[src/rtl/filter_coef_pkg.sv]
// Shared types and default coefficients for the IIR filter coefficient sequencer.
// Default set is a biquad in tap order n1,n2,n3,d1,d2.
package filter_coef_pkg;

   localparam int unsigned COEF_W_DEF = 32;
   localparam int unsigned FRAC_W_DEF = 16;
   localparam int unsigned DEF_N_TAPS = 5;

   typedef logic signed [COEF_W_DEF-1:0] coef_t;

   localparam coef_t N1_DEF = 32'h0000_7A3C;

   localparam coef_t DEF_COEF [DEF_N_TAPS] = '{
      N1_DEF,
      32'hFFFE_2EF4,
      32'h0000_E0F9,
      32'h0001_E339,
      32'hFFFF_1C99
   };

   // Taps beyond the default biquad set reset to zero.
   function automatic coef_t def_coef(input int unsigned tap);
      logic [2:0] k;
      k = tap[2:0];
      if (tap < DEF_N_TAPS) return DEF_COEF[k];
      return '0;
   endfunction

endpackage

[src/rtl/filter_coef_sequencer_bank.sv]
// N_SETS x N_TAPS coefficient register array with one write port, one read mux
// and a whole-bank load; set 0 resets to the package defaults.
module coef_bank
   import filter_coef_pkg::*;
#(
   parameter int unsigned COEF_W = COEF_W_DEF,
   parameter int unsigned N_TAPS = DEF_N_TAPS,
   parameter int unsigned N_SETS = 4,
   localparam int unsigned SET_W = (N_SETS > 1) ? $clog2(N_SETS) : 1,
   localparam int unsigned TAP_W = $clog2(N_TAPS)
) (
   input  logic                                    clk,
   input  logic                                    reset,
   input  logic                                    wr_en,
   input  logic [SET_W-1:0]                        wr_set,
   input  logic [TAP_W-1:0]                        wr_idx,
   input  logic [COEF_W-1:0]                       wr_data,
   input  logic                                    load_en,
   input  logic [N_SETS-1:0][N_TAPS-1:0][COEF_W-1:0] load_data,
   input  logic [SET_W-1:0]                        rd_set,
   input  logic [TAP_W-1:0]                        rd_idx,
   output logic [COEF_W-1:0]                       rd_data,
   output logic [N_SETS-1:0][N_TAPS-1:0][COEF_W-1:0] bank
);

   logic [N_SETS-1:0][N_TAPS-1:0][COEF_W-1:0] bank_q;
   logic [N_SETS-1:0][N_TAPS-1:0][COEF_W-1:0] bank_d;
   logic [N_SETS-1:0][N_TAPS-1:0][COEF_W-1:0] rst_bank;

   for (genvar t = 0; t < N_TAPS; t++) begin : g_rst_tap
      assign rst_bank[0][t] = COEF_W'(def_coef(t));
   end
   for (genvar s = 1; s < N_SETS; s++) begin : g_rst_set
      assign rst_bank[s] = '0;
   end

   always_comb begin
      bank_d = bank_q;
      if (load_en) begin
         bank_d = load_data;
      end else if (wr_en) begin
         bank_d[wr_set][wr_idx] = wr_data;
      end
   end

   always_ff @(posedge clk) begin
      if (reset) begin
         bank_q <= rst_bank;
      end else begin
         bank_q <= bank_d;
      end
   end

   assign rd_data = bank_q[rd_set][rd_idx];
   assign bank    = bank_q;

endmodule

[src/rtl/filter_coef_sequencer.sv]
// Runtime-reloadable coefficient source: steps through the active set one tap per
// enable and commits the shadow bank to the active bank only at a wrap boundary.
module filter_coef_sequencer
   import filter_coef_pkg::*;
#(
   parameter int unsigned COEF_W = COEF_W_DEF,
   parameter int unsigned FRAC_W = FRAC_W_DEF,
   parameter int unsigned N_TAPS = DEF_N_TAPS,
   parameter int unsigned N_SETS = 4,
   localparam int unsigned SET_W = (N_SETS > 1) ? $clog2(N_SETS) : 1,
   localparam int unsigned TAP_W = $clog2(N_TAPS)
) (
   input  logic              clk,
   input  logic              reset,
   input  logic              enable,
   input  logic [SET_W-1:0]  set_sel,
   input  logic              wr_en,
   input  logic [SET_W-1:0]  wr_set,
   input  logic [TAP_W-1:0]  wr_idx,
   input  logic [COEF_W-1:0] wr_data,
   input  logic              swap_req,
   output logic [COEF_W-1:0] coef_out,
   output logic [TAP_W-1:0]  tap_idx,
   output logic              first,
   output logic              last,
   output logic              swap_pending,
   output logic              swap_done,
   output logic              wr_err
);

   localparam logic [TAP_W-1:0] LAST_TAP = TAP_W'(N_TAPS - 1);

   logic [TAP_W-1:0] tap_q, tap_d;
   logic [SET_W-1:0] cur_set_q, cur_set_d;
   logic             swap_pending_q, swap_pending_d;
   logic             swap_done_q, swap_done_d;
   logic             wr_err_q, wr_err_d;

   logic wrap;
   logic commit;
   logic wr_ok;
   logic sel_ok;

   logic [N_SETS-1:0][N_TAPS-1:0][COEF_W-1:0] shadow_bank;
   logic [N_SETS-1:0][N_TAPS-1:0][COEF_W-1:0] active_bank_unused;
   logic [COEF_W-1:0]                         shadow_rd_unused;

   always_comb begin
      wrap   = enable && (tap_q == LAST_TAP);
      commit = wrap && swap_pending_q;
      wr_ok  = wr_en && (32'(wr_set) < N_SETS) && (32'(wr_idx) < N_TAPS);
      sel_ok = (32'(set_sel) < N_SETS);
   end

   always_comb begin
      tap_d          = tap_q;
      cur_set_d      = cur_set_q;
      swap_pending_d = swap_pending_q;
      if (enable) begin
         tap_d = wrap ? '0 : tap_q + TAP_W'(1);
      end
      if (wrap && sel_ok) begin
         cur_set_d = set_sel;
      end
      // A request landing on the committing edge re-arms for the next wrap.
      if (commit) begin
         swap_pending_d = swap_req;
      end else if (swap_req) begin
         swap_pending_d = 1'b1;
      end
      swap_done_d = commit;
      wr_err_d    = wr_en && !wr_ok;
   end

   always_ff @(posedge clk) begin
      if (reset) begin
         tap_q          <= '0;
         cur_set_q      <= '0;
         swap_pending_q <= 1'b0;
         swap_done_q    <= 1'b0;
         wr_err_q       <= 1'b0;
      end else begin
         tap_q          <= tap_d;
         cur_set_q      <= cur_set_d;
         swap_pending_q <= swap_pending_d;
         swap_done_q    <= swap_done_d;
         wr_err_q       <= wr_err_d;
      end
   end

   coef_bank #(
      .COEF_W (COEF_W),
      .N_TAPS (N_TAPS),
      .N_SETS (N_SETS)
   ) u_shadow (
      .clk       (clk),
      .reset     (reset),
      .wr_en     (wr_ok),
      .wr_set    (wr_set),
      .wr_idx    (wr_idx),
      .wr_data   (wr_data),
      .load_en   (1'b0),
      .load_data ('0),
      .rd_set    ('0),
      .rd_idx    ('0),
      .rd_data   (shadow_rd_unused),
      .bank      (shadow_bank)
   );

   // The active bank only ever changes by a whole-bank copy of the pre-edge shadow.
   coef_bank #(
      .COEF_W (COEF_W),
      .N_TAPS (N_TAPS),
      .N_SETS (N_SETS)
   ) u_active (
      .clk       (clk),
      .reset     (reset),
      .wr_en     (1'b0),
      .wr_set    ('0),
      .wr_idx    ('0),
      .wr_data   ('0),
      .load_en   (commit),
      .load_data (shadow_bank),
      .rd_set    (cur_set_q),
      .rd_idx    (tap_q),
      .rd_data   (coef_out),
      .bank      (active_bank_unused)
   );

   assign tap_idx      = tap_q;
   assign first        = (tap_q == '0);
   assign last         = (tap_q == LAST_TAP);
   assign swap_pending = swap_pending_q;
   assign swap_done    = swap_done_q;
   assign wr_err       = wr_err_q;

endmodule

[config.mk]
export PLATFORM = sky130hd
export DESIGN_NAME = filter_coef_sequencer
export DESIGN_NICKNAME = d
export VERILOG_FILES = /design/src/rtl/filter_coef_pkg.sv /design/src/rtl/filter_coef_sequencer_bank.sv /design/src/rtl/filter_coef_sequencer.sv
export SDC_FILE = /design/constraint.sdc
export NUM_CORES = 2
export LEC_CHECK = 0
export BUFFER_PORTS_ARGS = -buffer_cell sky130_fd_sc_hd__buf_2
export CORE_MARGIN = 8
export CORE_UTILIZATION = 32
export CTS_BUF_LIST = sky130_fd_sc_hd__clkbuf_4 sky130_fd_sc_hd__clkbuf_8
export DETAILED_ROUTE_END_ITERATION = 8
export MAX_ROUTING_LAYER = met4
export PLACE_DENSITY_LB_ADDON = 0.25
export SYNTH_ARGS = -nofsm -noshare
export SYNTH_HDL_FRONTEND = slang
export SYNTH_SLANG_ARGS = --single-unit
[constraint.sdc]
create_clock -name clk -period 3.3 [get_ports clk]
set_input_delay 0.33 -clock clk [delete_from_list [all_inputs] [get_ports clk]]
set_output_delay 0.33 -clock clk [all_outputs]
set_load 0.05 [all_outputs]
==> summary.md <==
| Metric | Value |
|---|---|
| Status | finished with violations |
| Failing checks | negative setup slack |
| Post-synth top flop | dfxtp_1 |
| Clock share of power | 0.457 |
| Pins Over Slew Limit | 0 |
| Reg2reg path depth | 8 |
| Power, Total | 31.6 mW |
| Async SR Flop Fraction | 0 |
| Setup CP Type | flip-flop to output pin |
| Worst EP required | 2.97 ns |
| Global route total overflow | 0 |
| # nets final | 6263 |
| Final WL | 180 mm |
| MaxCap Viol Count | 0 |
| Die outline height | 413 um |
| Simple-Gate Fraction of Synth Area | 0.228 |
| Ports | 84 |
| Met3 Track Usage GR | 0.0297 |
| Net count after synthesis | 6230 |
| Post-synthesis instance area | 50500 um2 |
| IO buf count | 83 |
| CTS Buf Count | 206 |
| Internal Power | 24.1 mW |
| Logic pwr share | 0.048 |
| Via count | 43100 |
| Clk sinks | 1288 |
| Synth Area in XOR/XNOR | 0 |
| Synth Area in Compound Gates | 0.127 |
| #FFs+latches synth | 1288 |
| Max incr delay on CP | 0.50 ns |
| Mean area per synthesized cell | 8.17 um2 |
| First-pass GRT wire length | 264 mm |
| Psw | 7.57 mW |
| Maximum fanout along the worst path | 6 |
| Die width | 413 um |
| CP Launch Type | flip-flop |
| Pre-antenna DRT Iters | 8 |
| DRT iter0 DRCs | 4318 |
| Crit path time final | 3.43 ns |
| Worst path arrival time | 3.10 ns |
| Min-delay worst type | input port to flip-flop |
| Synth Area in Adders | 0.000496 |
| Worst slew pin tran | 1.10 ns |
| Placed inst area | 52900 um2 |
| H-tree depth | 4 |
| Number of synthesized flops with an enable pin | 0 |
| Post-route ant nets | 0 |
| M1 GR Usage | 0.292 |
| Final WS setup | -0.130 ns |
| RSZ-0062 raised after global routing | true |
| M2 GR Usage | 0.315 |
| Post-DP HPWL | 101 mm |
| CTS tree | built |
| Drt drc | 0 |
| P&R area growth vs syn | 17.4% |
| Worst VDD drop | 0.425 mV |
| Post-synthesis cell type count | 36 |
| Crit end category | output pin |
| Multiplexer share of the synthesized area | 0.0754 |
| Via/cell ratio | 5.11 |
| Skew final | 0.0363 ns |
| Slowest cell on crit path | mux4_2 |
| Initial antenna violation count | 11 |
| Levels on crit path | 7 |
| Highest clock rate | 0.292 GHz |
| # setup viols final | 21 |
| Sequential element share of the synthesized area | 0.511 |
| Leakage | 19.7 nW |
| Root buf cell | clkbuf_8 |
| Reg power frac | 0.495 |
| CTS Buffer Depth | 3 |
| Final Hold Vio Count | 0 |
| Vias in the first global route | 39700 |
| Combinational family with the most area after synthesis | simple AND/OR/NAND/NOR gates |
| Most used cell, CP | buf_12 |
| Largest net degree at the start of global routing | 152 |
| Die area | 171000 um2 |
| Post-Synthesis Cells | 6184 |
| Worst hold path depth | 5 |
| PD cells | 534 nW/um2 |
| Worst skew pair latency | 0.95 ns |
| GPL Wtd Cong | 0.821 |
| Cell family with most CP delay | buffers and inverters |
| Synth Warn # | 0 |
| Slew headroom | 0.267 |
| Share of layout cells above drive strength 1 | 0.138 |
| Fin area | 59300 um2 |
| Final period util | 1.04 |
| Num rows | 145 |
| CP Buf/Inv Count | 4 |
| Initial Util | 0.323 |
| Gr usage total | 0.210 |
| Sw Ratio | 0.239 |
| Clock transition at the registers of the reported paths | 0.07 ns |
| Core Footprint | 156000 um2 |
| Top Usage Layer GRT | met2 |
| WL/cell | 21.3 um |
| CP cell instances | buf_12 -> buf_8 -> buf_12 -> mux4_2 -> mux2i_2 -> o211ai_1 -> clkbuf_16 |
cell usage in the layout (no fill, tap or decap), types with 3 or more instances in the layout:
| master | netlist | routed |
|---|---|---|
| a21oi_1 | 1132 | 1132 |
| a22oi_1 | 64 | 64 |
| and2_2 | 1 | 9 |
| and3b_1 | 3 | 3 |
| buf_12 | 0 | 87 |
| buf_16 | 0 | 12 |
| buf_2 | 138 | 50 |
| buf_4 | 64 | 157 |
| buf_6 | 63 | 10 |
| buf_8 | 0 | 5 |
| clkbuf_16 | 0 | 10 |
| clkbuf_4 | 0 | 87 |
| clkbuf_8 | 0 | 257 |
| clkinv_2 | 0 | 4 |
| clkinvlp_4 | 0 | 5 |
| dfxtp_1 | 1288 | 1285 |
| dfxtp_4 | 0 | 3 |
| diode_2 | 0 | 6 |
| dlygate4sd3_1 | 0 | 42 |
| inv_6 | 0 | 3 |
| mux2i_1 | 163 | 139 |
| mux2i_2 | 0 | 10 |
| mux2i_4 | 0 | 14 |
| mux4_2 | 96 | 96 |
| nand2_1 | 2614 | 2592 |
| nand2_2 | 0 | 21 |
| nand3_1 | 33 | 30 |
| nand3_2 | 1 | 3 |
| nand3b_1 | 153 | 153 |
| nor2_1 | 12 | 9 |
| nor2_4 | 8 | 14 |
| nor3b_2 | 3 | 3 |
| o211ai_1 | 33 | 33 |
flip-flops by register name, summed over array words and instances, names as in the netlist:
| signal | count |
|---|---|
| tap_idx | 3 |
| cur_set_q | 2 |
| swap_pending | 1 |
| swap_done | 1 |
| u_shadow.bank | 640 |
| u_active.bank | 640 |
| wr_err | 1 |
routing by layer:
layer | routed length (um) | share of wire
met5 | 0 | 0
met4 | 4610 | 0.026
met3 | 12100 | 0.067
met2 | 79700 | 0.44
met1 | 83400 | 0.46
cell usage after synthesis, drive strengths merged (3+ instances only):
cell / count / area [um2]
and3: 3 / 18.8
clkbuf: 282 / 1060
a22oi: 64 / 480
nand3b: 153 / 1150
nor2b: 3 / 18.8
and3b: 3 / 26.3
dfxtp: 1288 / 25800
mux2i: 163 / 1630
o211ai: 33 / 248
nand2: 2614 / 9810
mux4: 96 / 2160
and2: 10 / 63.8
buf: 267 / 1890
a21oi: 1132 / 5670
nor2: 23 / 154
nand3: 34 / 175
nor3b: 4 / 56.3
metrics by stage:
stage          worst slack [ns]   util  instances  hold WS (ns)  setup TNS [ns]
3_5_place_dp              0.515  0.339       7942         0.441               0
6_report                 -0.130  0.379       8433         0.165           -1.19
5_1_grt                  -0.212  0.379       8432         0.124           -3.62
2_1_floorplan             0.723      -       6184         0.432               0
3_3_place_gp              0.492  0.339       7942         0.435               0
4_1_cts                  -0.325  0.377       8398        0.0486           -4.60
worst register-to-register path, delay by kind of cell (launching register included):
kind,cells,cell delay (ns)
buf+inv,3,1.32
compound gates,1,0.09
flops,1,0.47
fa+ha+maj,1,0.26
simple gates,3,0.49
worst paths after layout:
kind                                                      start                         endpoint  slack (ns)
worst max-delay path                  cur_set_q[0]$_SDFFE_PP0N_                      coef_out[7]       -0.13
worst min register to register  u_shadow.bank[325]$_SDFFE_PP0P_  u_active.bank[325]$_SDFFE_PP0P_        0.43
worst max register to register          tap_idx[1]$_SDFFE_PP0P_        swap_pending$_SDFFE_PP0P_        0.62
worst min-delay path                                  wr_idx[1]  u_shadow.bank[354]$_SDFFE_PP0P_        0.16
logic make-up (layout without fill, tap and decap cells):
kind of cell / count (synthesis) / in the layout
simple gates: 2853 / 2853
mux: 260 / 260
buf+inv: 551 / 736
compound gates: 1230 / 1230
fa+ha+maj: 2 / 2
other cells: 0 / 6
flops: 1288 / 1288
layout make-up:
type	count	area [um2]
timing repair buffer	374	4390
clock inverter	16	153
fill	16000	97100
clock buffer	344	4190
inverter	2	10.0
multi-input combinational	4345	22100
sequential	1288	25800
tap	2058	2570
antenna	6	15.0
what timing repair did:
item,4_1_cts,5_1_grt
cloned,9,3
setup buffers,45,28
endpoints found under the hold margin,694,0
endpoints found under the setup margin,32,32
hold buffers,42,0
pin swaps,30,39
resized for setup,105,29
power by group through the flow:
stage          Clock, mW  Combinational, mW  Sequential (mW)
2_1_floorplan          0              0.776             16.0
3_3_place_gp           0               1.39             16.0
3_5_place_dp           0               1.39             16.0
4_1_cts             14.7               1.52             15.7
5_1_grt             15.4               1.59             15.7
6_report            14.5               1.53             15.7
No activity file was read; power rests on OpenSTA's default activity.
